**src/rtl/execute_pkg.sv**
```systemverilog
// Shared definitions for the multi-cycle multiply/divide execute unit:
// uop encodings, FSM states and fault codes.
package execute_pkg;

  localparam logic [1:0] OP_MULU = 2'b00;
  localparam logic [1:0] OP_MULS = 2'b01;
  localparam logic [1:0] OP_DIVU = 2'b10;
  localparam logic [1:0] OP_DIVS = 2'b11;

  typedef enum logic [1:0] {
    ST_IDLE,
    ST_RUN,
    ST_DONE
  } state_e;

  localparam logic FAULT_NONE = 1'b0;
  localparam logic FAULT_DIV  = 1'b1;

endpackage

```
**src/rtl/muldiv_step_ex.sv**
```systemverilog
// One radix-2 iteration: shift-add multiply or restoring shift-subtract divide
// on a 2*WIDTH accumulator holding {high/remainder, low/quotient}.
module muldiv_step_ex #(
  parameter int WIDTH = 32
) (
  input  logic [2*WIDTH-1:0] acc,
  input  logic [WIDTH-1:0]   operand,
  input  logic               is_div,
  output logic [2*WIDTH-1:0] acc_next,
  output logic               q_bit
);

  logic [WIDTH:0]   sum;
  logic [WIDTH:0]   rem_sh;
  logic [WIDTH-1:0] diff;
  logic             ge;

  always_comb begin
    sum      = {1'b0, acc[2*WIDTH-1:WIDTH]} + (acc[0] ? {1'b0, operand} : '0);
    rem_sh   = {acc[2*WIDTH-1:WIDTH], acc[WIDTH-1]};
    ge       = (rem_sh >= {1'b0, operand});
    diff     = rem_sh[WIDTH-1:0] - operand;
    q_bit    = 1'b0;
    acc_next = '0;
    if (is_div) begin
      // LSB is left clear; the caller drops q_bit into the freed quotient slot
      q_bit    = ge;
      acc_next = {(ge ? diff : rem_sh[WIDTH-1:0]), acc[WIDTH-2:0], 1'b0};
    end else begin
      acc_next = {sum, acc[WIDTH-1:1]};
    end
  end

endmodule

```
**src/rtl/execute_muldiv_ex.sv**
```systemverilog
// Multi-cycle MUL/IMUL/DIV/IDIV execute unit: accepts a uop when idle, iterates
// WIDTH cycles, then holds the result for WB until it is taken.
module execute_muldiv_ex
  import execute_pkg::*;
#(
  parameter int WIDTH = 32,
  parameter int DR_W  = 3,
  parameter int CNT_W = $clog2(WIDTH + 1)
) (
  input  logic             CLK,
  input  logic             CLR,
  input  logic             EX_V,
  input  logic [1:0]       EX_OP,
  input  logic [WIDTH-1:0] EX_A,
  input  logic [WIDTH-1:0] EX_B,
  input  logic [DR_W-1:0]  EX_DR1,
  input  logic [DR_W-1:0]  EX_DR2,
  input  logic             WB_stall,
  output logic             EX_ready,
  output logic             WB_V_next,
  output logic [WIDTH-1:0] WB_RESULT_A_next,
  output logic [WIDTH-1:0] WB_RESULT_B_next,
  output logic [DR_W-1:0]  WB_DR1_next,
  output logic [DR_W-1:0]  WB_DR2_next,
  output logic             WB_fault_next,
  output logic             WB_ld_latches
);

  localparam logic [WIDTH-1:0] MOST_NEG = {1'b1, {(WIDTH-1){1'b0}}};

  state_e             state_reg;
  logic [CNT_W-1:0]   cnt_reg;
  logic               is_div_reg, neg_res_reg, neg_rem_reg, ovf_reg;
  logic [2*WIDTH-1:0] acc_reg;
  logic [WIDTH-1:0]   opd_reg;

  logic             in_div, in_signed, sign_a, sign_b, div_zero, div_ovf;
  logic [WIDTH-1:0] mag_a, mag_b;

  always_comb begin
    in_div    = (EX_OP == OP_DIVU) || (EX_OP == OP_DIVS);
    in_signed = (EX_OP == OP_MULS) || (EX_OP == OP_DIVS);
    sign_a    = in_signed & EX_A[WIDTH-1];
    sign_b    = in_signed & EX_B[WIDTH-1];
    mag_a     = sign_a ? -EX_A : EX_A;
    mag_b     = sign_b ? -EX_B : EX_B;
    div_zero  = in_div && (EX_B == '0);
    div_ovf   = (EX_OP == OP_DIVS) && (EX_A == MOST_NEG) && (EX_B == '1);
  end

  logic [2*WIDTH-1:0] step_acc, acc_fin, prod_fix;
  logic               step_q;
  logic [WIDTH-1:0]   quo, rem, fin_a, fin_b;

  muldiv_step_ex #(.WIDTH(WIDTH)) u_step (
    .acc      (acc_reg),
    .operand  (opd_reg),
    .is_div   (is_div_reg),
    .acc_next (step_acc),
    .q_bit    (step_q)
  );

  // Sign fix applied to the final iteration's result on the RUN->DONE edge
  always_comb begin
    acc_fin  = {step_acc[2*WIDTH-1:1], step_acc[0] | step_q};
    prod_fix = neg_res_reg ? -acc_fin : acc_fin;
    quo      = acc_fin[WIDTH-1:0];
    rem      = acc_fin[2*WIDTH-1:WIDTH];
    if (is_div_reg) begin
      fin_a = neg_res_reg ? -quo : quo;
      fin_b = neg_rem_reg ? -rem : rem;
    end else begin
      fin_a = prod_fix[WIDTH-1:0];
      fin_b = prod_fix[2*WIDTH-1:WIDTH];
    end
  end

  always_ff @(posedge CLK or negedge CLR) begin
    if (!CLR) begin
      state_reg        <= ST_IDLE;
      cnt_reg          <= '0;
      is_div_reg       <= 1'b0;
      neg_res_reg      <= 1'b0;
      neg_rem_reg      <= 1'b0;
      ovf_reg          <= 1'b0;
      acc_reg          <= '0;
      opd_reg          <= '0;
      WB_RESULT_A_next <= '0;
      WB_RESULT_B_next <= '0;
      WB_DR1_next      <= '0;
      WB_DR2_next      <= '0;
      WB_fault_next    <= FAULT_NONE;
    end else begin
      case (state_reg)
        ST_IDLE: begin
          if (EX_V) begin
            is_div_reg  <= in_div;
            neg_res_reg <= sign_a ^ sign_b;
            neg_rem_reg <= sign_a;
            ovf_reg     <= div_ovf;
            acc_reg     <= {{WIDTH{1'b0}}, (in_div ? mag_a : mag_b)};
            opd_reg     <= in_div ? mag_b : mag_a;
            cnt_reg     <= CNT_W'(WIDTH);
            WB_DR1_next <= EX_DR1;
            WB_DR2_next <= EX_DR2;
            if (div_zero) begin
              WB_RESULT_A_next <= '0;
              WB_RESULT_B_next <= '0;
              WB_fault_next    <= FAULT_DIV;
              state_reg        <= ST_DONE;
            end else begin
              state_reg <= ST_RUN;
            end
          end
        end
        ST_RUN: begin
          acc_reg <= acc_fin;
          cnt_reg <= cnt_reg - CNT_W'(1);
          if (cnt_reg == CNT_W'(1)) begin
            WB_RESULT_A_next <= ovf_reg ? MOST_NEG : fin_a;
            WB_RESULT_B_next <= ovf_reg ? '0 : fin_b;
            WB_fault_next    <= ovf_reg ? FAULT_DIV : FAULT_NONE;
            state_reg        <= ST_DONE;
          end
        end
        ST_DONE: begin
          if (!WB_stall) state_reg <= ST_IDLE;
        end
        default: state_reg <= ST_IDLE;
      endcase
    end
  end

  assign EX_ready      = (state_reg == ST_IDLE);
  assign WB_V_next     = (state_reg == ST_DONE);
  assign WB_ld_latches = (state_reg == ST_DONE) && !WB_stall;

endmodule

```
**config.mk**
```make
export PLATFORM = sky130hd
export DESIGN_NAME = execute_muldiv_ex
export DESIGN_NICKNAME = d
export VERILOG_FILES = /design/src/rtl/execute_pkg.sv /design/src/rtl/muldiv_step_ex.sv /design/src/rtl/execute_muldiv_ex.sv
export SDC_FILE = /design/constraint.sdc
export NUM_CORES = 1
export LEC_CHECK = 0
export CELL_PAD_IN_SITES_DETAIL_PLACEMENT = 0
export CELL_PAD_IN_SITES_GLOBAL_PLACEMENT = 1
export CORE_UTILIZATION = 45
export CTS_BUF_LIST = sky130_fd_sc_hd__clkbuf_4 sky130_fd_sc_hd__clkbuf_8
export DETAILED_ROUTE_END_ITERATION = 6
export PLACE_DENSITY_LB_ADDON = 0.1
export RECOVER_POWER = 25
export SLEW_MARGIN = 5
export SYNTH_ARGS = -nofsm -noshare
export SYNTH_HDL_FRONTEND = slang
export SYNTH_SLANG_ARGS = --single-unit
export TNS_END_PERCENT = 50
```
**constraint.sdc**
```tcl
create_clock -name CLK -period 4.55 [get_ports CLK]
set_input_delay 0.455 -clock CLK [delete_from_list [all_inputs] [get_ports CLK]]
set_output_delay 0.455 -clock CLK [all_outputs]
set_load 0.1 [all_outputs]
```
== Yosys cells after proc, flatten, opt, wreduce, memory -nomap -nowiden ==
Index checks and enable logic that the tools add are counted.

* Register bits: 179
* Bits of input ports: 76
* Output and inout port bits: 74
* Logic and storage cells: 87

* Add/sub/neg operators: 8
* $lt $le $gt $ge: 1
* Equality and inequality tests: 12
* Muxes and demuxes: 35
* Bitwise gates (word level): 4
* Reduce and logical (&&, ||, !) cells: 14

{| class="wikitable"
|+ Operator list
! kind !! count
|-
| 2-to-1 mux 32 bit || 16
|-
| 2-to-1 mux 64 bit || 3
|-
| negation 32 bit || 4
|-
| one-hot mux 32 bit (2 select lines) || 2
|-
| one-hot mux 64 bit (2 select lines) || 1
|-
| equality test 32 bit (second input constant) || 2
|-
| negation 64 bit || 1
|-
| adder 32 x 33 -> 33 bit || 1
|-
| >= comparator 33 x 32 -> 1 bit || 1
|-
| zero test 32 bit || 1
|-
| subtractor 32 bit || 1
|-
| one-hot mux 6 bit (2 select lines) || 1
|-
| 2-to-1 mux 2 bit || 4
|-
| equality test 2 bit (second input constant) || 3
|-
| equality test 6 x 1 -> 1 bit (second input constant) || 1
|-
| 2-to-1 mux 6 bit || 1
|-
| != test 2 bit (second input constant) || 3
|-
| one-hot mux 2 bit (3 select lines) || 1
|-
| subtractor 6 x 1 -> 6 bit (second input constant) || 1
|-
| 2-to-1 mux 1 bit || 5
|-
| equality test 2 x 1 -> 1 bit (second input constant) || 2
|-
| logical AND 1 bit || 4
|-
| AND reduction 2 bit || 2
|-
| AND reduction 4 bit || 1
|-
| other kinds (10) || 12
|}

== Longest topological paths before layout ==
Gate-level depths: netlist of the first run.

* Word-level depth: 10
* Depth in mapped cells: 20
* Depth with buffers taken out: 18

== Modules after synthesis ==
Synthesis of the first run repeated with hierarchy kept, for this count alone.

* Cells, all modules: 1921
* Area, all modules: 15590.0 sq um

{| class="wikitable"
|+ Modules (own cells, without submodules)
! module !! times used !! cells an instance !! area each (sq um) !! seq. area each (sq um)
|-
| execute_muldiv_ex || 1 || 1265 || 10784.1 || 4479.3
|-
| muldiv_step_ex || 1 || 656 || 4805.9 || 0.0
|}

== Worst setup path before layout of the first run ==
No wires, ideal clock.

* Path kind: register -> register
* Start point: reg is_div_reg
* End point: reg WB_RESULT_B_next[26]
* Setup time: 0.070 ns
* Data arrival time: 4.093 ns
* Data required time: 4.480 ns
* Slack: 0.387 ns
* Stages on the path, launching flop included: 19
* Buffers on the path: 9
* Period minus slack after synthesis: 4.163 ns
* Path through: dfrtp_1 -> buf_2 -> buf_2 -> buf_2 -> buf_2 -> buf_2 -> buf_2 -> buf_2 -> buf_2 -> buf_2 -> mux2i_1 -> ha_1 -> and3_1 -> and4_1 -> nand2b_1 -> and2_1 -> o2111ai_1 -> or4_1 -> nand3_1

* Word-level cells in the longest chain between the ends: 8
* Elaborated cells on any way between the ends: 11
* Classes of those cells: add/sub: 2; mux: 8; bitwise: 1

{| class="wikitable"
|+ Ends and longest elaborated chain
! item !! line !! RTL
|-
| start, declared || execute_muldiv_ex.sv:33 || <nowiki>logic is_div_reg, neg_res_reg, neg_rem_reg, ovf_reg;</nowiki>
|-
| start signal, assigned || execute_muldiv_ex.sv:97 || <nowiki>is_div_reg <= in_div;</nowiki>
|-
| 2-to-1 mux 64 bit or 2-to-1 mux 1 bit (tied branches) || muldiv_step_ex.sv:25 || <nowiki>if (is_div) begin</nowiki>
|-
| OR 1 bit || execute_muldiv_ex.sv:65 || <nowiki>acc_fin = {step_acc[2*WIDTH-1:1], step_acc[0] | step_q};</nowiki>
|-
| negation 64 bit || execute_muldiv_ex.sv:66 || <nowiki>prod_fix = neg_res_reg ? -acc_fin : acc_fin;</nowiki>
|-
| 2-to-1 mux 64 bit || execute_muldiv_ex.sv:66 ||
|-
| 2-to-1 mux 32 bit (*) || execute_muldiv_ex.sv:69 || <nowiki>if (is_div_reg) begin</nowiki>
|-
| 2-to-1 mux 32 bit (*) || execute_muldiv_ex.sv:121 || <nowiki>WB_RESULT_B_next <= ovf_reg ? '0 : fin_b;</nowiki>
|-
| 2-to-1 mux 32 bit (*) || execute_muldiv_ex.sv:119 || <nowiki>if (cnt_reg == CNT_W'(1)) begin</nowiki>
|-
| one-hot mux 32 bit (2 select lines) (*) || execute_muldiv_ex.sv:94 || <nowiki>case (state_reg)</nowiki>
|-
| end signal, assigned || execute_muldiv_ex.sv:121 ||
|-
| end, declared || execute_muldiv_ex.sv:22 || <nowiki>output logic [WIDTH-1:0] WB_RESULT_B_next,</nowiki>
|}

Mark *: on every way between the ends. The rest lies on a longest branch, timed or not. The select of a mux whose other input is x is not followed.
A chain may end at the register's enable or synchronous reset.

== Worst setup path in the final report of the first run ==
* Start point: reg opd_reg[23]
* End point: reg WB_RESULT_B_next[31]

* Word-level cells in the longest chain between the ends: 9
* Elaborated cells on any way between the ends: 16
* Classes of those cells: add/sub: 4; order compare: 1; mux: 10; bitwise: 1

{| class="wikitable"
|+ Ends and longest elaborated chain
! item !! line !! RTL
|-
| start, declared || execute_muldiv_ex.sv:35 || <nowiki>logic [WIDTH-1:0] opd_reg;</nowiki>
|-
| start signal, assigned || execute_muldiv_ex.sv:102 || <nowiki>opd_reg <= in_div ? mag_b : mag_a;</nowiki>
|-
| 2-to-1 mux 32 bit, or another cell as far along || muldiv_step_ex.sv:19 || <nowiki>sum = {1'b0, acc[2*WIDTH-1:WIDTH]} + (acc[0] ? {1'b0, operand} : '0);</nowiki>
|-
| adder 32 x 33 -> 33 bit, or another cell as far along || muldiv_step_ex.sv:19 ||
|-
| 2-to-1 mux 64 bit or OR 1 bit (tied branches) || muldiv_step_ex.sv:25, execute_muldiv_ex.sv:65 ||
|-
| negation 64 bit or negation 32 bit (tied branches) || execute_muldiv_ex.sv:66, execute_muldiv_ex.sv:71 ||
|-
| 2-to-1 mux 64 bit or 2-to-1 mux 32 bit (tied branches) || execute_muldiv_ex.sv:66, execute_muldiv_ex.sv:71 ||
|-
| 2-to-1 mux 32 bit (*) || execute_muldiv_ex.sv:69 ||
|-
| 2-to-1 mux 32 bit (*) || execute_muldiv_ex.sv:121 ||
|-
| 2-to-1 mux 32 bit (*) || execute_muldiv_ex.sv:119 ||
|-
| one-hot mux 32 bit (2 select lines) (*) || execute_muldiv_ex.sv:94 ||
|}

Marks and branches as above.

==> results of run 1 <==
==> what timing repair did <==
item	in CTS	in global routing
hold buffers	0	0
endpoints found under the hold margin	0	0
setup buffers	0	6
pin swaps	0	10
gates resized for setup	3	36
endpoints found under the setup margin	4	12
==> worst reg2reg max path: stages, from the launching register on <==
cell and delay (ns):
dfrtp_1 0.40, inv_1 0.08, ha_1 0.38, nand2_1 0.16, nor4_4 0.54, nand2_1 0.29
a21oi_2 0.23, buf_6 0.29, o21ai_1 0.12, o22a_1 0.34, nand3b_1 0.23, o31a_1 0.37
a211o_1 0.36, or4_1 0.52, nand3_1 0.08
==> final timing paths <==
| path | start | to | depth (start not counted) |
|---|---|---|---|
| setup reg to reg | opd_reg[23] | WB_RESULT_B_next[31] | 14 |
| hold reg to reg | WB_RESULT_A_next[10] | WB_RESULT_A_next[10] | 2 |
| min in group asynchronous | CLR | opd_reg[18] | 1 |
| hold / removal | EX_DR1[1] | WB_DR1_next[1] | 3 |
| setup / recovery | opd_reg[23] | WB_RESULT_B_next[31] | 14 |
| max in group asynchronous | CLR | WB_RESULT_B_next[20] | 2 |
==> placed cells by master, fill, tap and decap left out, drive strengths merged, types with 10 or more instances in the layout <==
master	count
a211oi	15
a21o	19
a21oi	144
a22o	12
a22oi	10
a31oi	23
and2	56
and3	13
buf	220
clkbuf	19
clkdlybuf4s50	147
dfrtp	179
ha	71
inv	69
mux2i	42
nand2	277
nand2b	14
nand3	89
nand4	35
nor2	138
nor2b	16
nor3	45
nor4	16
o211ai	36
o21a	10
o21ai	225
o221ai	34
o22ai	10
o31ai	21
or3	31
xnor2	95
xor2	49
==> layer usage <==
layer | vias to the layer above | part of all wire (%) | global-route usage, %
li1 | 8029 | - | -
met4 | 2 | 4.8 | 16.6
met3 | 143 | 5.9 | 3.86
met2 | 700 | 47 | 58.0
met5 | - | 0.020 | 0
met1 | 8311 | 43 | 46.8
==> metrics by stage <==
stage	setup slack (ns)	utilization (%)	area (um2)	cells
after detailed placement	-0.138	55.1	19100	2747
after global routing	-0.0314	57.0	19700	2785
after global placement	-0.173	55.1	19100	2747
final	0.104	57.0	19700	2785
after floorplan	0.387	-	15900	2046
after CTS	0.0341	56.4	19500	2779
==> cells by family after synthesis <==
| group | count (synthesis) | synth area share, % |
|---|---|---|
| multiplexers | 49 | 3.15 |
| XOR/XNOR | 144 | 7.95 |
| AO/OA/AOI/OAI | 648 | 26.4 |
| AND/OR/NAND/NOR | 776 | 23.8 |
| buffers and inverters | 177 | 4.70 |
| adder cells (fa/ha/maj) | 73 | 5.85 |
| flip-flops | 179 | 28.2 |
==> cell type report <==
type / count / area share [%]
inverters: 60 / 1.14
repair buffers: 369 / 16.2
well taps: 455 / 2.89
flip-flops and latches: 179 / 22.7
multi-input cells: 1690 / 54.9
clock buffers: 17 / 1.19
clock inverters: 15 / 1.02
==> metrics.yaml, run 1 <==
floorplanning:
  start_util_pct: 45.8
  die_x_um: 190
  dieArea_um2: 36000
  ios: 150
  fp-row-count: 68
  core_area_um2: 34600
  dieHeight_um: 190
drt:
  wl_per_cell_um: 22.8
  ant_nets: 0
  vias: 17200
  vias_per_cell: 6.17
  drc: 0
  routed_wl_um: 63400
  drt-pass1-iter-count: 7
  drt_iter0_drc: 1829
logic_synthesis:
  synth_area_um2: 15900
  yosysTopAreaCellShare_pct: 28.2
  synthTopCellsByArea: "dfrtp_1, o21ai_0, nand2_1, ha_1, xnor2_1"
  ys_async_sr_fraction_pct: 100
  syn_nets: 2195
  yosysWarnings: 0
  yosysTopAreaCell: "dfrtp_1"
  synth.most_common_cell: "nand2_1"
  synth_cells: 2046
  syn_area_per_cell_um2: 7.76
  synth_ff_type: "dfrtp_1"
  ys_seq_area_share_pct: 28.2
  synth-edff-count: 0
  synthTopCellsByCount: "nand2_1, o21ai_0, dfrtp_1"
  synth_seq_cells: 179
  yosys.cell_types.count: 97
final_layout:
  antenna_cells: 0
  drive_gt1_share_pct: 14.7
  largest_reg_flops: 64
  fillCellCount: 3309
  multi_input_area_um2: 10800
  syn2layout_area_growth_pct: 24.3
  seqCellArea_um2: 4480
  nets: 2466
run_status:
  failed_checks: "max-capacitance violations, max-slew violations"
  status: "complete, but fails checks"
grt:
  grt_max_degree: 125
  grt_antenna_before_repair: 2
  grt.overflow.total: 0
  grt_pass1_wl_um: 97000
  grt_usage_pct: 35.5
  first_global_vias: 16300
worst_setup_path:
  path_class: "flip-flop to flip-flop"
  worst_ep_arrival_time_ns: 4.91
  crit_chain: "inv_1 -> ha_1 -> nand2_1 -> nor4_4 -> nand2_1 -> a21oi_2 -> buf_6 -> o21ai_1 -> o22a_1 -> nand3b_1 -> o31a_1 -> a211o_1 -> or4_1 -> nand3_1"
  cp-end-kind: "flip-flop"
  r2r_slack_ns: 0.10
  required_ns: 5.01
  cp-start-kind: "flip-flop"
  crit_path_max_incr_delay_ns: 0.54
  path_delay_family: "simple AND/OR/NAND/NOR gates"
  slowest_stage: "nor4_4"
  critPathBufInv: 2
  crit_top_cell: "nand2_1"
  path_max_fanout: 24
placed_design:
  place.gp.congestion: 1.01
  io_buffers: 149
  dp_hpwl_um: 49400
sta:
  final.min_clock_period_ns: 4.45
  hold_viol: 0
  setup_viol: 0
  max-slew-margin-rel_pct: -78.1
  fin_setup_tns_ns: 0
  worst_pin_slew_ns: 2.67
  slew_viol_final: 98
  rsz0062_at_grt: "true"
  fmax_ghz: 0.225
  finClkSkew_ns: 0.0240
  min_period_over_period_pct: 97.7
  whs_ns: 0.441
clock_network:
  cts_tree: "done"
  clk_pin_slew_ns: 0.11
  htree_levels: 4
  clk_path_buf_depth: 2
  cts-root-buf: "clkbuf_8"
  cts_inserted_buffers: 17
  clk-insertion-delay-late_ns: 0.54
  clock_sinks: 179
hold_path:
  holdCritPathClass: "input port to flip-flop"
run:
  cap_violations: 1
Power of run 1 is left out: the tool's default activity adds up to more than one toggle a clock period on the data nets, which glitch-free logic cannot reach.
==> run 2: changes to the inputs <==
Settings changed: CORE_UTILIZATION 45 to 41.
==> metrics.yaml, run 2 (synthesized netlist as in run 1, its figures left out) <==
worst_setup_path:
  required_ns: 5.04
  crit_chain: "buf_4 -> and2_1 -> ha_1 -> a21oi_2 -> a21boi_0 -> o21a_1 -> a211o_1 -> buf_4 -> xnor2_1 -> o221a_2 -> and4b_1 -> and3_1 -> o2111ai_2 -> or4_1 -> nand3_1"
  r2r_slack_ns: 0.15
  path_class: "flip-flop to flip-flop"
  critPathBufInv: 2
  worst_ep_arrival_time_ns: 4.89
  cp-end-kind: "flip-flop"
  path_delay_family: "compound AO/OA/AOI/OAI gates"
  cp-start-kind: "flip-flop"
  path_max_fanout: 16
  slowest_stage: "or4_1"
  crit_top_cell: "buf_4"
  crit_path_max_incr_delay_ns: 0.54
final_layout:
  drive_gt1_share_pct: 14.0
  antenna_cells: 0
  mostFrequentLayoutCells: "nand2_1, o21ai_0, buf_4"
  largest_reg_flops: 64
  final_cells: 2836
  fillCellCount: 3796
  nets: 2461
  final_common_cell: "nand2_1"
  syn2layout_area_growth_pct: 23.9
floorplanning:
  start_util_pct: 41.9
  ios: 150
  die_x_um: 199
  dieArea_um2: 39500
  dieHeight_um: 199
  core_area_um2: 37800
  fp-row-count: 71
clock_network:
  htree_levels: 4
  clk_pin_slew_ns: 0.11
  clk_path_buf_depth: 2
  clk-insertion-delay-late_ns: 0.55
  cts_tree: "done"
  clock_sinks: 179
  cts-root-buf: "clkbuf_8"
  cts_inserted_buffers: 17
sta:
  rsz0062_at_grt: "false"
  final.min_clock_period_ns: 4.40
  setup_viol: 0
  worst_pin_slew_ns: 2.57
  hold_viol: 0
  fmax_ghz: 0.227
  finClkSkew_ns: 0.0204
  max-slew-margin-rel_pct: -71.4
  min_period_over_period_pct: 96.7
  slew_viol_final: 182
  fin_ws_ns: 0.148
grt:
  first_global_vias: 16000
  grt_max_degree: 95
  grt_usage_pct: 32.5
  grt_antenna_before_repair: 0
  grt.overflow.total: 0
  grt_pass1_wl_um: 96200
run:
  cap_violations: 2
run_status:
  status: "complete, but fails checks"
  failed_checks: "max-capacitance violations, max-slew violations"
drt:
  wl_per_cell_um: 22.3
  vias_per_cell: 5.88
  drt-pass1-iter-count: 6
  vias: 16700
  drt_iter0_drc: 1304
  ant_nets: 0
  routed_wl_um: 63200
  drc: 0
placed_design:
  io_buffers: 149
  place_ws_ns: -0.126
  dp_hpwl_um: 49800
  place.gp.congestion: 0.971
  place_inst: 2802
hold_path:
  holdCritPathClass: "input port to flip-flop"
run 2: path summary, 6_finish.rpt:
check / cells after the start / end / startpoint
min in group asynchronous: 1 / acc_reg[50] / CLR
hold / removal: 3 / WB_DR2_next[0] / EX_DR2[0]
hold reg to reg: 2 / WB_DR1_next[2] / WB_DR1_next[2]
setup reg to reg: 15 / WB_RESULT_B_next[26] / acc_reg[0]
setup / recovery: 15 / WB_RESULT_B_next[26] / acc_reg[0]
max in group asynchronous: 2 / WB_RESULT_B_next[8] / CLR
run 2: timing repair:
action,in CTS,in global routing
pin swaps,1,1
buffers inserted,1,1
gates resized for setup,0,20
hold buffers,0,0
endpoints found under the setup margin,5,14
hold endpoints to repair,0,0
run 2: worst reg2reg max path, stage by stage (launching register included):
cell,delay (ns)
dfrtp_2,0.47
buf_4,0.21
and2_1,0.16
ha_1,0.33
a21oi_2,0.27
a21boi_0,0.17
o21a_1,0.20
a211o_1,0.29
buf_4,0.17
xnor2_1,0.43
o221a_2,0.28
and4b_1,0.30
and3_1,0.24
o2111ai_2,0.20
or4_1,0.54
nand3_1,0.08
run 2: layout make-up:
| cell class | instances | area, um2 | share of cell area, % |
|---|---|---|---|
| well taps | 511 | 639 | 3.25 |
| clock buffers | 17 | 234 | 1.19 |
| inverters | 60 | 225 | 1.15 |
| repair buffers | 364 | 3110 | 15.8 |
| multi-input cells | 1690 | 10800 | 54.7 |
| flip-flops and latches | 179 | 4480 | 22.8 |
| clock inverters | 15 | 214 | 1.09 |
run 2: stage by stage:
stage	hold WS (ns)	instance area [um2]	TNS (ns)	util (%)
2_1_floorplan	0.159	15900	0	-
3_3_place_gp	0.459	19100	-0.0689	50.5
3_5_place_dp	0.467	19100	-0.346	50.5
4_1_cts	0.00270	19600	0	51.8
5_1_grt	0.438	19700	0	51.9
6_report	0.427	19700	0	51.9
run 2: layer usage:
metal	up-vias	wire [um]	GRT usage (%)
met3	107	3270	4.54
met1	8014	27300	42.0
met2	530	29900	53.9
li1	8018	-	-
met5	-	0	0
met4	0	2680	14.4
Power of run 2 is left out for the same reason.
